### config.mk
export PLATFORM = sky130hd
export DESIGN_NAME = mem_arbiter
export DESIGN_NICKNAME = d
export VERILOG_FILES = /design/src/rtl/mem_arbiter_pkg.sv /design/src/rtl/mem_byte_assembler.sv /design/src/rtl/mem_arbiter.sv
export SDC_FILE = /design/constraint.sdc
export NUM_CORES = 1
export LEC_CHECK = 0
export CORE_UTILIZATION = 35
export DETAILED_ROUTE_END_ITERATION = 16
export GPL_ROUTABILITY_DRIVEN = 0
export GPL_TIMING_DRIVEN = 1
export PLACE_DENSITY = 0.7
export SETUP_SLACK_MARGIN = 0.2
export SYNTH_ARGS = -nofsm -noshare
export SYNTH_HDL_FRONTEND = slang
export SYNTH_HIERARCHICAL = 1
export SYNTH_SLANG_ARGS = --single-unit
### constraint.sdc
create_clock -name clk -period 6.5 [get_ports clk]
set_input_delay 0.65 -clock clk [delete_from_list [all_inputs] [get_ports clk]]
set_output_delay 0.65 -clock clk [all_outputs]
set_load 0.005 [all_outputs]
### src/rtl/mem_arbiter_pkg.sv
// Shared encodings for the byte-wide RAM arbiter: transfer lengths, FSM states
// and default geometry.
package mem_arbiter_pkg;

    localparam int RAM_AW_DEF = 17;
    localparam int RD_LAT_DEF = 1;

    localparam logic [1:0] LEN_B = 2'd0;
    localparam logic [1:0] LEN_H = 2'd1;
    localparam logic [1:0] LEN_W = 2'd2;

    typedef enum logic [1:0] {
        ST_IDLE,
        ST_IF_RD,
        ST_MEM_RD,
        ST_MEM_WR
    } state_t;

    // The reserved length code behaves like a word access.
    function automatic logic [2:0] len_bytes(input logic [1:0] len);
        case (len)
            LEN_B:   return 3'd1;
            LEN_H:   return 3'd2;
            LEN_W:   return 3'd4;
            default: return 3'd4;
        endcase
    endfunction

endpackage

### src/rtl/mem_byte_assembler.sv
// Collects bytes returned by the RAM into little-endian lanes of a 32-bit word;
// lanes never written stay zero because the word is cleared on acceptance.
module mem_byte_assembler (
    input  logic        clk,
    input  logic        rst,
    input  logic        clear,
    input  logic        capture,
    input  logic [1:0]  lane,
    input  logic [7:0]  din,
    output logic [31:0] word
);

    logic [31:0] acc_q;
    logic [31:0] acc_d;
    logic [31:0] merged;

    // word includes the byte arriving this cycle so the final byte can be
    // delivered on the same edge it is captured.
    always_comb begin
        merged = acc_q;
        if (capture) begin
            case (lane)
                2'd0:    merged[7:0]   = din;
                2'd1:    merged[15:8]  = din;
                2'd2:    merged[23:16] = din;
                default: merged[31:24] = din;
            endcase
        end
        acc_d = clear ? 32'd0 : merged;
    end

    always_ff @(posedge clk or negedge rst) begin
        if (!rst) begin
            acc_q <= 32'd0;
        end else begin
            acc_q <= acc_d;
        end
    end

    assign word = merged;

endmodule

### src/rtl/mem_arbiter.sv
// Arbitrates the single byte-wide RAM port between instruction fetch and the
// MEM stage, splitting stores and assembling loads/fetches byte by byte.
module mem_arbiter
    import mem_arbiter_pkg::*;
#(
    parameter int RAM_AW = RAM_AW_DEF,
    parameter int RD_LAT = RD_LAT_DEF
) (
    input  logic              clk,
    input  logic              rst,
    input  logic              if_req,
    input  logic [31:0]       if_addr,
    input  logic              if_cancel,
    output logic              if_done,
    output logic [31:0]       if_data,
    input  logic              mem_req,
    input  logic              mem_we,
    input  logic [1:0]        mem_len,
    input  logic [31:0]       mem_addr,
    input  logic [31:0]       mem_wdata,
    output logic              mem_done,
    output logic [31:0]       mem_rdata,
    output logic [RAM_AW-1:0] ram_a,
    output logic              ram_wr,
    output logic [7:0]        ram_dout,
    input  logic [7:0]        ram_din,
    output logic              busy
);

    state_t            state_q, state_d;
    logic [2:0]        cnt_q, cnt_d;
    logic [2:0]        nbytes_q, nbytes_d;
    logic [RAM_AW-1:0] base_q, base_d;
    logic [31:0]       wdata_q, wdata_d;
    logic [RAM_AW-1:0] ram_a_q, ram_a_d;
    logic              ram_wr_q, ram_wr_d;
    logic [7:0]        ram_dout_q, ram_dout_d;
    logic              if_done_q, if_done_d;
    logic              mem_done_q, mem_done_d;
    logic [31:0]       if_data_q, if_data_d;
    logic [31:0]       mem_rdata_q, mem_rdata_d;

    logic              accept_mem, accept_if, last_rd, last_wr;
    logic [RAM_AW-1:0] next_a;
    logic              asm_clear, asm_capture;
    logic [1:0]        asm_lane, wr_idx;
    logic [31:0]       asm_word;
    logic [7:0]        wr_byte;
    logic              unused_addr_hi;

    // A requester whose done pulse is showing still holds req, so it is masked for that edge.
    assign accept_mem = mem_req && !mem_done_q;
    assign accept_if  = if_req && !if_cancel && !if_done_q;

    assign last_rd     = (int'(cnt_q) == int'(nbytes_q) + RD_LAT - 1);
    assign last_wr     = ((cnt_q + 3'd1) == nbytes_q);
    assign next_a      = base_q + RAM_AW'(cnt_q) + RAM_AW'(1);
    assign asm_capture = ((state_q == ST_IF_RD) || (state_q == ST_MEM_RD)) && (int'(cnt_q) >= RD_LAT);
    assign asm_lane    = 2'(cnt_q - 3'(RD_LAT));
    assign wr_idx      = 2'(cnt_q + 3'd1);

    always_comb begin
        case (wr_idx)
            2'd0:    wr_byte = wdata_q[7:0];
            2'd1:    wr_byte = wdata_q[15:8];
            2'd2:    wr_byte = wdata_q[23:16];
            default: wr_byte = wdata_q[31:24];
        endcase
    end

    assign unused_addr_hi = ^{if_addr[31:RAM_AW], mem_addr[31:RAM_AW]};

    always_ff @(posedge clk or negedge rst) begin
        if (!rst) begin
            state_q <= ST_IDLE;
        end else begin
            state_q <= state_d;
        end
    end

    always_comb begin
        state_d = state_q;
        case (state_q)
            ST_IDLE: begin
                if (accept_mem) begin
                    state_d = mem_we ? ST_MEM_WR : ST_MEM_RD;
                end else if (accept_if) begin
                    state_d = ST_IF_RD;
                end
            end
            ST_IF_RD:  if (if_cancel || last_rd) state_d = ST_IDLE;
            ST_MEM_RD: if (last_rd) state_d = ST_IDLE;
            ST_MEM_WR: if (last_wr) state_d = ST_IDLE;
            default:   state_d = ST_IDLE;
        endcase
    end

    always_comb begin
        cnt_d       = cnt_q + 3'd1;
        nbytes_d    = nbytes_q;
        base_d      = base_q;
        wdata_d     = wdata_q;
        ram_a_d     = ram_a_q;
        ram_wr_d    = 1'b0;
        ram_dout_d  = ram_dout_q;
        if_done_d   = 1'b0;
        mem_done_d  = 1'b0;
        if_data_d   = if_data_q;
        mem_rdata_d = mem_rdata_q;
        asm_clear   = 1'b0;
        case (state_q)
            ST_IDLE: begin
                cnt_d = 3'd0;
                if (accept_mem) begin
                    base_d    = mem_addr[RAM_AW-1:0];
                    nbytes_d  = len_bytes(mem_len);
                    wdata_d   = mem_wdata;
                    ram_a_d   = mem_addr[RAM_AW-1:0];
                    asm_clear = 1'b1;
                    if (mem_we) begin
                        ram_wr_d   = 1'b1;
                        ram_dout_d = mem_wdata[7:0];
                    end
                end else if (accept_if) begin
                    base_d    = if_addr[RAM_AW-1:0];
                    nbytes_d  = 3'd4;
                    ram_a_d   = if_addr[RAM_AW-1:0];
                    asm_clear = 1'b1;
                end
            end
            ST_IF_RD, ST_MEM_RD: begin
                ram_a_d = next_a;
                // A cancelled fetch drops whatever byte is still in flight.
                if (last_rd && !((state_q == ST_IF_RD) && if_cancel)) begin
                    if (state_q == ST_IF_RD) begin
                        if_done_d = 1'b1;
                        if_data_d = asm_word;
                    end else begin
                        mem_done_d  = 1'b1;
                        mem_rdata_d = asm_word;
                    end
                end
            end
            ST_MEM_WR: begin
                if (last_wr) begin
                    mem_done_d = 1'b1;
                end else begin
                    ram_a_d    = next_a;
                    ram_dout_d = wr_byte;
                    ram_wr_d   = 1'b1;
                end
            end
            default: ;
        endcase
    end

    always_ff @(posedge clk or negedge rst) begin
        if (!rst) begin
            cnt_q       <= 3'd0;
            nbytes_q    <= 3'd0;
            base_q      <= '0;
            wdata_q     <= 32'd0;
            ram_a_q     <= '0;
            ram_wr_q    <= 1'b0;
            ram_dout_q  <= 8'd0;
            if_done_q   <= 1'b0;
            mem_done_q  <= 1'b0;
            if_data_q   <= 32'd0;
            mem_rdata_q <= 32'd0;
        end else begin
            cnt_q       <= cnt_d;
            nbytes_q    <= nbytes_d;
            base_q      <= base_d;
            wdata_q     <= wdata_d;
            ram_a_q     <= ram_a_d;
            ram_wr_q    <= ram_wr_d;
            ram_dout_q  <= ram_dout_d;
            if_done_q   <= if_done_d;
            mem_done_q  <= mem_done_d;
            if_data_q   <= if_data_d;
            mem_rdata_q <= mem_rdata_d;
        end
    end

    mem_byte_assembler u_asm (
        .clk     (clk),
        .rst     (rst),
        .clear   (asm_clear),
        .capture (asm_capture),
        .lane    (asm_lane),
        .din     (ram_din),
        .word    (asm_word)
    );

    assign ram_a     = ram_a_q;
    assign ram_wr    = ram_wr_q;
    assign ram_dout  = ram_dout_q;
    assign if_done   = if_done_q;
    assign mem_done  = mem_done_q;
    assign if_data   = if_data_q;
    assign mem_rdata = mem_rdata_q;
    assign busy      = (state_q != ST_IDLE);

endmodule

* After elaboration in Yosys (flattened, before gate mapping)
Cells that the tools add are included.
** Word-level totals
- Register bits after elaboration :: 181
- Logic and storage cells :: 106
- Input port bits :: 112
- Output and inout bits :: 93
** Cells by class
- Reduce and logical (&&, ||, !) cells :: 28
- $lt $le $gt $ge :: 1
- Eq/ne operators :: 17
- Mux-type cells :: 40
- Bitwise gates (word level) :: 1
- Add/sub/neg operators :: 6
** Operators by type and width (count)
- 32-bit two-way mux :: 2
- 8-bit two-way mux :: 7
- 17-bit two-way mux :: 3
- 17-bit one-hot mux with 3 select lines :: 1
- 8-bit one-hot mux with 3 select lines :: 1
- 17-bit by 1-bit adder with 17-bit output, second input constant :: 1
- 17-bit by 3-bit adder with 17-bit output :: 1
- 8-bit one-hot mux with 2 select lines :: 1
- 1-bit two-way mux :: 13
- 2-bit two-way mux :: 5
- 2-bit inequality test, second input constant :: 5
- 3-bit two-way mux :: 3
- 2-bit by 1-bit equality test with 1-bit output, second input constant :: 4
- 2-bit equality test, second input constant :: 4
- 2-bit logical NOT :: 4
- 2-bit one-hot mux with 4 select lines :: 1
- 4-bit AND reduction :: 2
- 1-bit logical AND :: 6
- 3-bit one-hot mux with 2 select lines :: 1
- 2-bit AND reduction :: 3
- 3-bit AND reduction :: 2
- 2-bit nonzero test :: 3
- 4-bit by 5-bit equality test with 1-bit output :: 1
- 4-bit by 1-bit subtractor with 5-bit output, second input constant :: 1
- 13 further kinds :: 18

* Depth between registers and ports, before layout
Gate-level depths: netlist (run 1).
- Word-level depth :: 7
- Mapped depth :: 9
- Depth with buffers taken out :: 9

* Cells and area by module
Netlist (run 1), hierarchy kept.
** Modules (own cells, without submodules)
- mem_arbiter :: area an instance 6661.4 µm², cells an instance 541, instances 1, seq. area each 3728.6 µm²
- mem_byte_assembler :: area an instance 1826.8 µm², cells an instance 151, instances 1, seq. area each 800.8 µm²

* Worst setup path after synthesis (run 1)
Ideal clock, no wire load.
- Kind :: reg-to-reg
- From :: register cnt_q[1]
- To :: register mem_rdata_q[22], in the netlist mem_rdata[22]
- Setup time :: 0.125 ns
- Path buffers :: 2
- Slack :: 3.905 ns
- Data required time :: 6.375 ns
- Arrival time :: 2.470 ns
- Stages on the path, launching flop included :: 9
- Clock period less this slack :: 2.595 ns
- Path through :: dfrtp_1 > inv_1 > ha_1 > clkbuf_1 > o41a_1 > nand3b_1 > buf_2 > mux2_2 > mux2_2
** On the way
- Elaborated cells between the ends (all ways) :: 9
- Classes of those cells :: add/sub (1); order compare (1); eq/ne (2); mux (2); reduce/logical (3)
** RTL lines
- from (decl) :: line mem_arbiter.sv:31 : logic [2:0] cnt_q, cnt_d;
- from (signal assigned) :: line mem_arbiter.sv:171 : cnt_q <= cnt_d;
- 3-bit by 1-bit greater-or-equal comparator with 1-bit output :: line mem_arbiter.sv:58 : assign asm_capture = ((state_q == ST_IF_RD) || (state_q == ST_MEM_RD)) && (int'(cnt_q) >= RD_LAT);
- 1-bit logical AND :: line mem_arbiter.sv:58
- via asm_capture :: line mem_arbiter.sv:45 : logic asm_clear, asm_capture;
- 32-bit two-way mux :: line mem_byte_assembler.sv:21 : if (capture) begin
- via asm_word[22] :: line mem_arbiter.sv:47 : logic [31:0] asm_word;
- to (signal assigned) :: line mem_arbiter.sv:181 : mem_rdata_q <= mem_rdata_d;
- to (decl) :: line mem_arbiter.sv:41 : logic [31:0] mem_rdata_q, mem_rdata_d;
The timed path passes the listed nets, and every way through them passes these cells.
A chain may end at the register's enable or synchronous reset.

* Final worst setup path (run 1)
- From :: register state_q[0]
- To :: register ram_a_q[0], in the netlist ram_a[0]
** On the way
- Longest elaborated chain between the ends :: 3
- Elaborated cells between the ends (all ways) :: 9
- Classes of those cells :: eq/ne (5); mux (1); reduce/logical (3)
** RTL lines
- from (decl) :: line mem_arbiter.sv:30 : state_t state_q, state_d;
- from (signal assigned) :: line mem_arbiter.sv:77 : state_q <= state_d;
- 2-bit by 1-bit equality test with 1-bit output, or another cell as far along :: line mem_arbiter.sv:111 : case (state_q)
- 2-bit OR reduction, or another cell as far along :: line mem_arbiter.sv:111
- 17-bit one-hot mux with 3 select lines / 2-bit AND reduction (equally long branches)
- to (signal assigned) :: line mem_arbiter.sv:175 : ram_a_q <= ram_a_d;
- to (decl) :: line mem_arbiter.sv:35 : logic [RAM_AW-1:0] ram_a_q, ram_a_d;
Several ways; a longest one is shown, not always the timed one.

==> results of run 1 <==
==> area by class of cell <==
cell class	instances	area, sq um	share of cell area [%]
multi-input combinational	462	3720	33.6
timing repair buffer	180	1790	16.2
sequential	181	4530	41.0
tap	319	399	3.61
clock buffer	20	457	4.13
clock inverter	10	124	1.12
inverter	11	41.3	0.374
==> worst max-delay path, stage by stage, from the launching register on <==
cell                      delay (ns)
sky130_fd_sc_hd__dfrtp_1        0.43
sky130_fd_sc_hd__inv_1          0.10
sky130_fd_sc_hd__ha_1           0.46
sky130_fd_sc_hd__buf_4          0.32
sky130_fd_sc_hd__inv_1          0.26
sky130_fd_sc_hd__or3_1          0.46
sky130_fd_sc_hd__nand2_1        0.74
sky130_fd_sc_hd__mux2_2         0.41
==> stage by stage <==
step / std cells / util (%) / worst slack [ns] / cell area (sq um) / power (mW)
2_1_floorplan: 692 / - / 3.90 / 8490 / 3.09
3_3_place_gp: 1153 / 44.4 / 3.16 / 10500 / 3.87
3_5_place_dp: 1153 / 44.4 / 3.14 / 10500 / 3.93
4_1_cts: 1183 / 46.8 / 3.18 / 11100 / 4.99
5_1_grt: 1183 / 46.8 / 2.93 / 11100 / 5.27
6_report: 1183 / 46.8 / 3.20 / 11100 / 4.92
==> synthesized netlist by cell type (2+ instances only) <==
cell type | n | area [sq um]
sky130_fd_sc_hd__clkbuf_1 | 22 | 82.6
sky130_fd_sc_hd__nand3b_1 | 3 | 22.5
sky130_fd_sc_hd__xnor2_1 | 5 | 43.8
sky130_fd_sc_hd__nand2_1 | 66 | 248
sky130_fd_sc_hd__a222oi_1 | 8 | 80.1
sky130_fd_sc_hd__nor2b_1 | 2 | 12.5
sky130_fd_sc_hd__a21o_1 | 2 | 15.0
sky130_fd_sc_hd__nand4_1 | 6 | 37.5
sky130_fd_sc_hd__inv_1 | 11 | 41.3
sky130_fd_sc_hd__dfrtp_1 | 181 | 4530
sky130_fd_sc_hd__nor2_1 | 13 | 48.8
sky130_fd_sc_hd__o21ai_0 | 55 | 275
sky130_fd_sc_hd__o31ai_1 | 4 | 30.0
sky130_fd_sc_hd__nor4_1 | 3 | 18.8
sky130_fd_sc_hd__ha_1 | 11 | 138
sky130_fd_sc_hd__mux2_2 | 128 | 1440
sky130_fd_sc_hd__nor3_1 | 4 | 20.0
sky130_fd_sc_hd__nand3_1 | 6 | 30.0
sky130_fd_sc_hd__xor2_1 | 12 | 105
sky130_fd_sc_hd__nand2b_1 | 43 | 269
sky130_fd_sc_hd__buf_2 | 7 | 35.0
sky130_fd_sc_hd__a21oi_1 | 10 | 50.1
sky130_fd_sc_hd__buf_6 | 7 | 78.8
sky130_fd_sc_hd__mux2_4 | 2 | 30.0
sky130_fd_sc_hd__a22o_1 | 2 | 17.5
sky130_fd_sc_hd__o2bb2ai_1 | 2 | 17.5
sky130_fd_sc_hd__mux2i_1 | 59 | 591
==> registers in the layout, summed over array words and instances, names as in the netlist <==
register / cells
if_done: 1
cnt_q: 3
state_q: 2
wdata_q: 32
u_asm/acc_q: 32
mem_rdata: 32
base_q: 17
ram_a: 17
ram_wr: 1
ram_dout: 8
nbytes_q: 3
if_data: 32
mem_done: 1
==> how the worst max path moves through the flow <==
| stage | endpoint | slack (ns) | cells after the start |
|---|---|---|---|
| floorplan | mem_rdata[22] | 3.90 | 8 |
| global placement | u_asm/acc_q[16] | 3.16 | 7 |
| detailed placement | u_asm/acc_q[16] | 3.14 | 7 |
| CTS | ram_a[0] | 3.18 | 7 |
| global route | ram_a[16] | 2.93 | 8 |
| finish | ram_a[0] | 3.20 | 7 |
==> kinds of logic (layout without fill, tap and decap cells) <==
kind of cell | Yosys count | after routing
compound gates | 90 | 90
xor+xnor | 18 | 18
fa+ha+maj | 12 | 12
buf+inv | 49 | 221
flops | 181 | 181
mux | 189 | 189
simple gates | 153 | 153
==> routing by layer <==
layer / wire (um) / track usage [%] / up-vias
met5: 0 / 0 / -
met4: 161 / 3.93 / 0
met3: 1170 / 4.65 / 11
met2: 9800 / 28.7 / 135
met1: 8900 / 20.9 / 2828
li1: - / - / 2761
==> report_power, final <==
part           switching [mW]  total [mW]  internal (mW)
clock network           0.445        1.03          0.586
registers               0.291        1.87           1.58
logic                   0.897        2.01           1.11
==> results.yml, run 1 <==
outcome:
  outcome: "completed"
run:
  max-cap-violations: 0
final_layout:
  number_of_antenna_diodes: 0
  fill_cells: 2179
  most_common_cell_after_layout_fill_and_taps_aside: "sky130_fd_sc_hd__dfrtp_1"
  mostFrequentLayoutCells: "181 x sky130_fd_sc_hd__dfrtp_1, 173 x sky130_fd_sc_hd__clkdlybuf4s50_1, 128 x sky130_fd_sc_hd__mux2_2"
  syn_to_final_growth_pct: 30.2
  layout.nets: 977
  final_layout_size_suffix_gt1_share_pct: 19.9
cts:
  cts.path.max_buffers: 2
  clkSinkCount: 181
  clock_tree.htree_level_count: 4
  cts_tree: "done"
  buffer_type_at_the_clock_tree_root: "sky130_fd_sc_hd__clkbuf_16"
  ctsResizeCount: 0
  worst_skew_pair.late_latency_ns: 0.43
  clk_slew_on_worst_s_h_paths_ns: 0.07
  ctsHoldBuffers: 0
  cts-buffers-inserted: 17
  postCtsSetupRepairBufs: 0
critical_path:
  cp-startpoint: "state_q[0]"
  cp_data_arrival_time_ns: 3.61
  critical_path_required_ns: 6.81
  cp-start-kind: "flop"
  worstReg2RegStart: "state_q[0]"
  critPathMaxFanout: 33
  rr_endpoint: "ram_a[0]"
  r2r.worst_path.cells: 7
  setup.worst_path.class: "reg2reg"
  worstSetupEndpointType: "flop"
  flop_to_flop_setup_slack_ns: 3.20
sta:
  max_clk_rate_mhz: 303
  hold_viol: 0
  drv_slew: 0
  max_slew_margin_pct: 22.5
  tightestPinTransition_ns: 1.16
  grt_setup_unrepaired: "no"
  hold_ws_ns: 0.186
  finalSetupViolCount: 0
  tns_ns: 0
  final_min_period_over_clock_period_pct: 50.7
  min_period_ns: 3.30
  finClkSkew_ns: 0.0118
route:
  remaining_drc_errors: 0
  avgRoutedWirePerCell_um: 16.9
  vias_per_cell: 4.85
  detailedRoute.firstIterationViolations: 242
  drt_pre_antenna_iters: 5
  totalWireLength_um: 20000
  routed-via-count: 5735
  antenna_left: 0
synth:
  synth.cell_area_sq_um: 8490
  synth_compound_gate_area_share_pct: 6.41
  synthArstFlopShare_pct: 100
  synth_top_family_by_area: "multiplexers"
  distinct_cell_type_count_of_the_synthesized_netlist: 45
  ys.warnings.count: 6
  yosys_register_bits: 181
  netlist_instances: 692
  muxShareOfSynthArea_pct: 24.3
  synth_seq_area_share_pct: 53.4
  synth_edf_count: 0
  yosys.area_share.xor_xnor_pct: 2.02
  synth.net_count: 816
  yosys.area_share.simple_pct: 9.12
  synth_area_per_cell_sq_um: 12.3
  synth-adder-area-share_pct: 1.86
  synth_top_flop_cell: "sky130_fd_sc_hd__dfrtp_1"
floorplan:
  io_pins: 205
  floorplan.core_area_sq_um: 23600
  floorplan.initialDensity_pct: 35.9
  floorplan.rows: 56
  die-area_sq_um: 24900
  die_w_um: 158
  die_y_um: 158
placement:
  hpwl_um: 13700
  placement.io_buffers: 174
power_and_ir_drop:
  power_density_nw_per_um2: 445
  max-vdd-ir-drop_mv: 0.197
  p_leak_nw: 5.01
grt:
  grt_antenna_before_repair: 0
  wire_length_of_the_first_global_routing_pass_um: 32000
  gr-total-overflow: 0
  grt_start_max_net_pins: 80
  first_global_vias: 5898
  gr-usage-all-layers_pct: 16.8
worst_hold_path:
  worst_hold_path_type: "in2async"
Note: power is estimated with default switching activity, not from simulation.
==> inputs of run 2 (changes only) <==
==> constraint.sdc (replaced) <==
create_clock -name clk -period 3.25 [get_ports clk]
set_input_delay 0.325 -clock clk [delete_from_list [all_inputs] [get_ports clk]]
set_output_delay 0.325 -clock clk [all_outputs]
set_load 0.005 [all_outputs]
==> run 2 against run 1 <==
Sequential share of layout area down 0.36 points. Critical endpoint is now mem_rdata[25]. Cell area up 0.89%. Combinational power up 100%. Non-clock buffer count up 11. Sequential power up 100%. Routed wire length down 0.20%. Flip-flop and latch count unchanged. Die area unchanged. Setup slack worse by 2.6 ns. Clock skew down 0.0028 ns. Clock power up 100%.
==> results.yml, run 2 (synthesis gave the netlist of run 1 again) <==
cts:
  buffer_type_at_the_clock_tree_root: "sky130_fd_sc_hd__clkbuf_16"
  cts-buffers-inserted: 17
  cts_tree: "done"
  cts.path.max_buffers: 2
  ctsResizeCount: 0
  clkSinkCount: 181
  clock_tree.htree_level_count: 4
  clk_slew_on_worst_s_h_paths_ns: 0.07
  worst_skew_pair.late_latency_ns: 0.43
final_layout:
  syn_to_final_growth_pct: 31.4
  most_common_cell_after_layout_fill_and_taps_aside: "sky130_fd_sc_hd__dfrtp_1"
  final_core_utilization_pct: 47.2
  layout.nets: 988
  number_of_antenna_diodes: 0
  mostFrequentLayoutCells: "181 x sky130_fd_sc_hd__dfrtp_1, 173 x sky130_fd_sc_hd__clkdlybuf4s50_1, 128 x sky130_fd_sc_hd__mux2_2"
  final_layout_size_suffix_gt1_share_pct: 20.9
floorplan:
  floorplan.rows: 56
  floorplan.initialDensity_pct: 35.9
  io_pins: 205
  floorplan.core_area_sq_um: 23600
  die_w_um: 158
  die_y_um: 158
  die-area_sq_um: 24900
placement:
  hpwl_um: 13800
  placement.io_buffers: 174
grt:
  gr-total-overflow: 0
  gr-usage-all-layers_pct: 16.8
  grt_antenna_before_repair: 1
  wire_length_of_the_first_global_routing_pass_um: 31900
  first_global_vias: 5983
  grt_start_max_net_pins: 73
sta:
  max_slew_margin_pct: 47.5
  grt_setup_unrepaired: "no"
  finClkSkew_ns: 0.00902
  hold_viol: 0
  tightestPinTransition_ns: 0.788
  finalSetupViolCount: 0
  min_period_ns: 2.69
  drv_slew: 0
  tns_ns: 0
  max_clk_rate_mhz: 372
  final_min_period_over_clock_period_pct: 82.7
critical_path:
  worstSetupEndpointType: "flop"
  setup.worst_path.class: "reg2reg"
  cp-start-kind: "flop"
  cp_data_arrival_time_ns: 3.00
  critical_path_required_ns: 3.57
  critPathMaxFanout: 14
route:
  avgRoutedWirePerCell_um: 16.7
  drt_pre_antenna_iters: 4
  detailedRoute.firstIterationViolations: 236
  totalWireLength_um: 20000
  vias_per_cell: 4.85
  routed-via-count: 5795
  antenna_left: 0
  remaining_drc_errors: 0
power_and_ir_drop:
  power_density_nw_per_um2: 883
  max-vdd-ir-drop_mv: 0.428
  p_leak_nw: 5.08
worst_hold_path:
  worst_hold_path_type: "in2async"
run:
  max-cap-violations: 0
outcome:
  outcome: "completed"
==> run 2: final timing paths <==
check                      slack (ns)            end  startpoint  cells past startpoint
hold reg to reg                  0.48       ram_a[4]    ram_a[4]                      2
hold / removal                   0.48    if_data[20]         rst                      2
setup reg to reg                 0.56  mem_rdata[25]    cnt_q[0]                      6
setup / recovery                 0.56  mem_rdata[25]    cnt_q[0]                      6
max in group asynchronous        1.93     if_data[7]         rst                      3
min in group clk                 0.48       ram_a[4]    ram_a[4]                      2
==> run 2: layout make-up <==
class	instances	area (sq um)
Fill cell	2171	12500
Sequential cell	181	4530
Multi-Input combinational cell	462	3720
Timing Repair Buffer	191	1890
Clock buffer	19	433
Tap cell	319	399
Clock inverter	13	149
Inverter	11	41.3
==> run 2: power breakdown <==
| part | switching (mW) | internal (mW) | total, mW |
|---|---|---|---|
| registers | 0.574 | 3.16 | 3.74 |
| logic | 1.80 | 2.25 | 4.04 |
| clock network | 0.917 | 1.15 | 2.06 |
| total | 3.29 | 6.56 | 9.84 |
==> run 2: stage by stage <==
step	power [mW]	setup slack, ns	instances	cell area (sq um)	hold slack (ns)
after detailed placement	7.88	0.558	1163	10600	0.402
final	9.84	0.561	1196	11200	0.476
after global routing	10.6	0.347	1196	11200	0.500
after CTS	10.0	0.536	1196	11200	0.484
after floorplan	6.18	0.655	692	8490	0.0294
after global placement	7.77	0.637	1163	10600	0.389
==> run 2: routing by layer <==
layer / global-route usage (%) / up-vias / part of all wire, %
li1: - / 2786 / -
met4: 5.18 / 2 / 1.3
met2: 28.0 / 145 / 48
met5: 0 / - / 0.055
met3: 4.98 / 20 / 7.0
met1: 20.9 / 2842 / 44
==> run 2: what timing repair did <==
action | 4_1_cts | 5_1_grt
hold buffers | 1 | 0
hold endpoints to repair | 69 | 0
setup endpoints to repair | 0 | 0
setup buffers | 0 | 0
==> run 2: worst max-delay path: stages (launching register included) <==
cell                      delay [ns]
sky130_fd_sc_hd__dfrtp_1        0.46
sky130_fd_sc_hd__inv_1          0.19
sky130_fd_sc_hd__ha_1           0.36
sky130_fd_sc_hd__inv_1          0.15
sky130_fd_sc_hd__and3_1         0.70
sky130_fd_sc_hd__mux2_2         0.44
sky130_fd_sc_hd__mux2_2         0.27
==> inputs of run 3 (changes only) <==
==> constraint.sdc (replaced) <==
create_clock -name clk -period 2.5 [get_ports clk]
set_input_delay 0.25 -clock clk [delete_from_list [all_inputs] [get_ports clk]]
set_output_delay 0.25 -clock clk [all_outputs]
set_load 0.005 [all_outputs]
==> run 3 against run 2 <==
Worst hold slack got worse by 0.099 ns. Highest routed layer is now met4. Via count is 2.4% higher. Routed wire length up 7.1%. Largest power group unchanged. Critical path type unchanged.
==> results.yml, run 3 (synthesis gave the netlist of run 1 again) <==
outcome:
  outcome: "completed"
final_layout:
  layout.nets: 1019
  fill_cells: 2096
  number_of_antenna_diodes: 0
  syn_to_final_growth_pct: 36.8
  multi_input_comb_area_sq_um: 3820
  stdcell_area_sq_um: 11600
  final_core_utilization_pct: 49.2
  mostFrequentLayoutCells: "179 x sky130_fd_sc_hd__dfrtp_1, 173 x sky130_fd_sc_hd__clkdlybuf4s50_1, 113 x sky130_fd_sc_hd__mux2_2"
  register_area_sq_um: 4530
  post_route_insts_no_fill: 1225
  final_layout_size_suffix_gt1_share_pct: 24.7
  most_common_cell_after_layout_fill_and_taps_aside: "sky130_fd_sc_hd__dfrtp_1"
sta:
  final_min_period_over_clock_period_pct: 92.8
  tightestPinTransition_ns: 0.684
  hold_viol: 0
  hold_ws_ns: 0.377
  grt_setup_unrepaired: "yes"
  max_clk_rate_mhz: 431
  max_slew_margin_pct: 53.2
  finalSetupViolCount: 0
  finalWorstSetupSlack_ns: 0.181
  min_period_ns: 2.32
  finClkSkew_ns: 0.0153
  drv_slew: 0
  tns_ns: 0
run:
  max-cap-violations: 0
cts:
  cts_tree: "done"
  clock_tree.htree_level_count: 4
  clkSinkCount: 181
  cts-buffers-inserted: 17
  worst_skew_pair.late_latency_ns: 0.44
  buffer_type_at_the_clock_tree_root: "sky130_fd_sc_hd__clkbuf_16"
  cts.path.max_buffers: 2
  clk_slew_on_worst_s_h_paths_ns: 0.07
critical_path:
  worstReg2RegStart: "cnt_q[1]"
  rr_endpoint: "mem_rdata[14]"
  timing.critical_path.to: "mem_rdata[14]"
  cp_slowest_cell: "sky130_fd_sc_hd__o41a_1"
  worst_path_largest_cell_delay_ns: 0.42
  cp-startpoint: "cnt_q[1]"
  cp-start-kind: "flop"
  setup.worst_path.class: "reg2reg"
  most_common_cell_on_crit_path: "sky130_fd_sc_hd__mux2_4"
  cp_data_arrival_time_ns: 2.64
  critical_path.cell_chain: "inv_2, ha_4, o41a_1, buf_4, nand3b_1, clkbuf_16, mux2_4, mux2_4"
  critPathMaxFanout: 5
  critical_path_required_ns: 2.82
  worstSetupEndpointType: "flop"
  flop_to_flop_setup_slack_ns: 0.18
  r2r.worst_path.cells: 8
grt:
  grt_start_max_net_pins: 71
  grt_antenna_before_repair: 1
  first_global_vias: 6005
  wire_length_of_the_first_global_routing_pass_um: 32300
  gr-usage-all-layers_pct: 17.0
  gr-total-overflow: 0
placement:
  hpwl_um: 13900
  placement.io_buffers: 174
  placedCellCount: 1170
  dp_slack_ns: 0.122
  cell_area_after_placement_sq_um: 10700
route:
  vias_per_cell: 4.85
  antenna_left: 0
  detailedRoute.firstIterationViolations: 221
  routed-via-count: 5936
  totalWireLength_um: 21400
  remaining_drc_errors: 0
  drt_pre_antenna_iters: 5
  avgRoutedWirePerCell_um: 17.5
power_and_ir_drop:
  netSwitchingPower_mw: 4.53
  p_leak_nw: 5.31
  net_switching_share_of_the_total_power_pct: 33.9
  sequentialPowerShare_pct: 36.5
  power_density_nw_per_um2: 1150
  report.power.total_mw: 13.4
  comb_power_share_pct: 44.8
  power_report.internal_total_mw: 8.83
  clock_network_fraction_of_total_power_pct: 18.7
  max-vdd-ir-drop_mv: 0.464
floorplan:
  die_w_um: 158
  floorplan.core_area_sq_um: 23600
  die_y_um: 158
  floorplan.rows: 56
  io_pins: 205
  die-area_sq_um: 24900
  floorplan.initialDensity_pct: 35.9
worst_hold_path:
  worst_hold_path_type: "in2async"
[run 3: cell count changes in the layout (fill, tap and decap cells not counted), sizes merged]
cell    before  now
buf         17   43
bufinv       2    0
clkbuf      19   23
inv         15   16
[run 3: area by class of cell]
type	count	share of cell area (%)
flip-flops and latches	181	39.0
multi-input cells	462	32.9
repair buffers	222	19.7
clock buffers	18	3.70
well taps	319	3.44
clock inverters	12	0.862
inverters	11	0.356
[run 3: metal layers]
layer	track usage [%]	part of all wire (%)	vias up
li1	-	-	2843
met5	0	0	-
met3	4.95	6.0	16
met2	28.9	49	142
met4	4.44	1.2	0
met1	21.0	43	2935
[run 3: how the worst min path moves through the flow]
stage               slack [ns]     startpoint               to
finish                    0.38            rst      if_data[11]
global route              0.41  mem_wdata[13]      wdata_q[13]
CTS                       0.40            rst  u_asm/acc_q[12]
detailed placement        0.31            rst  u_asm/acc_q[12]
global placement          0.30            rst  u_asm/acc_q[12]
floorplan                -0.05            rst        base_q[0]
[run 3: worst max-delay path: cells and delay by family, from the launching register on]
kind	cells	cell delay, ns
buffers and inverters	3	0.44
adders and majority gates	1	0.16
DFF	1	0.41
muxes	2	0.57
AOI/OAI and AO/OA	1	0.42
and+or+nand+nor	1	0.22
[run 3: power groups by stage]
stage / clock (mW) / sequential [mW] / combinational [mW]
2_1_floorplan: 0 / 4.79 / 3.28
3_3_place_gp: 0 / 4.88 / 5.42
3_5_place_dp: 0 / 4.91 / 5.52
4_1_cts: 2.57 / 4.87 / 5.60
5_1_grt: 2.68 / 5.03 / 6.55
6_report: 2.50 / 4.87 / 5.99
[run 3: repair_timing]
item	CTS	global route
resized for setup	1	27
endpoints found under the hold margin	67	0
setup endpoints to repair	17	56
hold buffers	1	0
gates cloned	0	4
buffers inserted	3	17
pin swaps	0	7
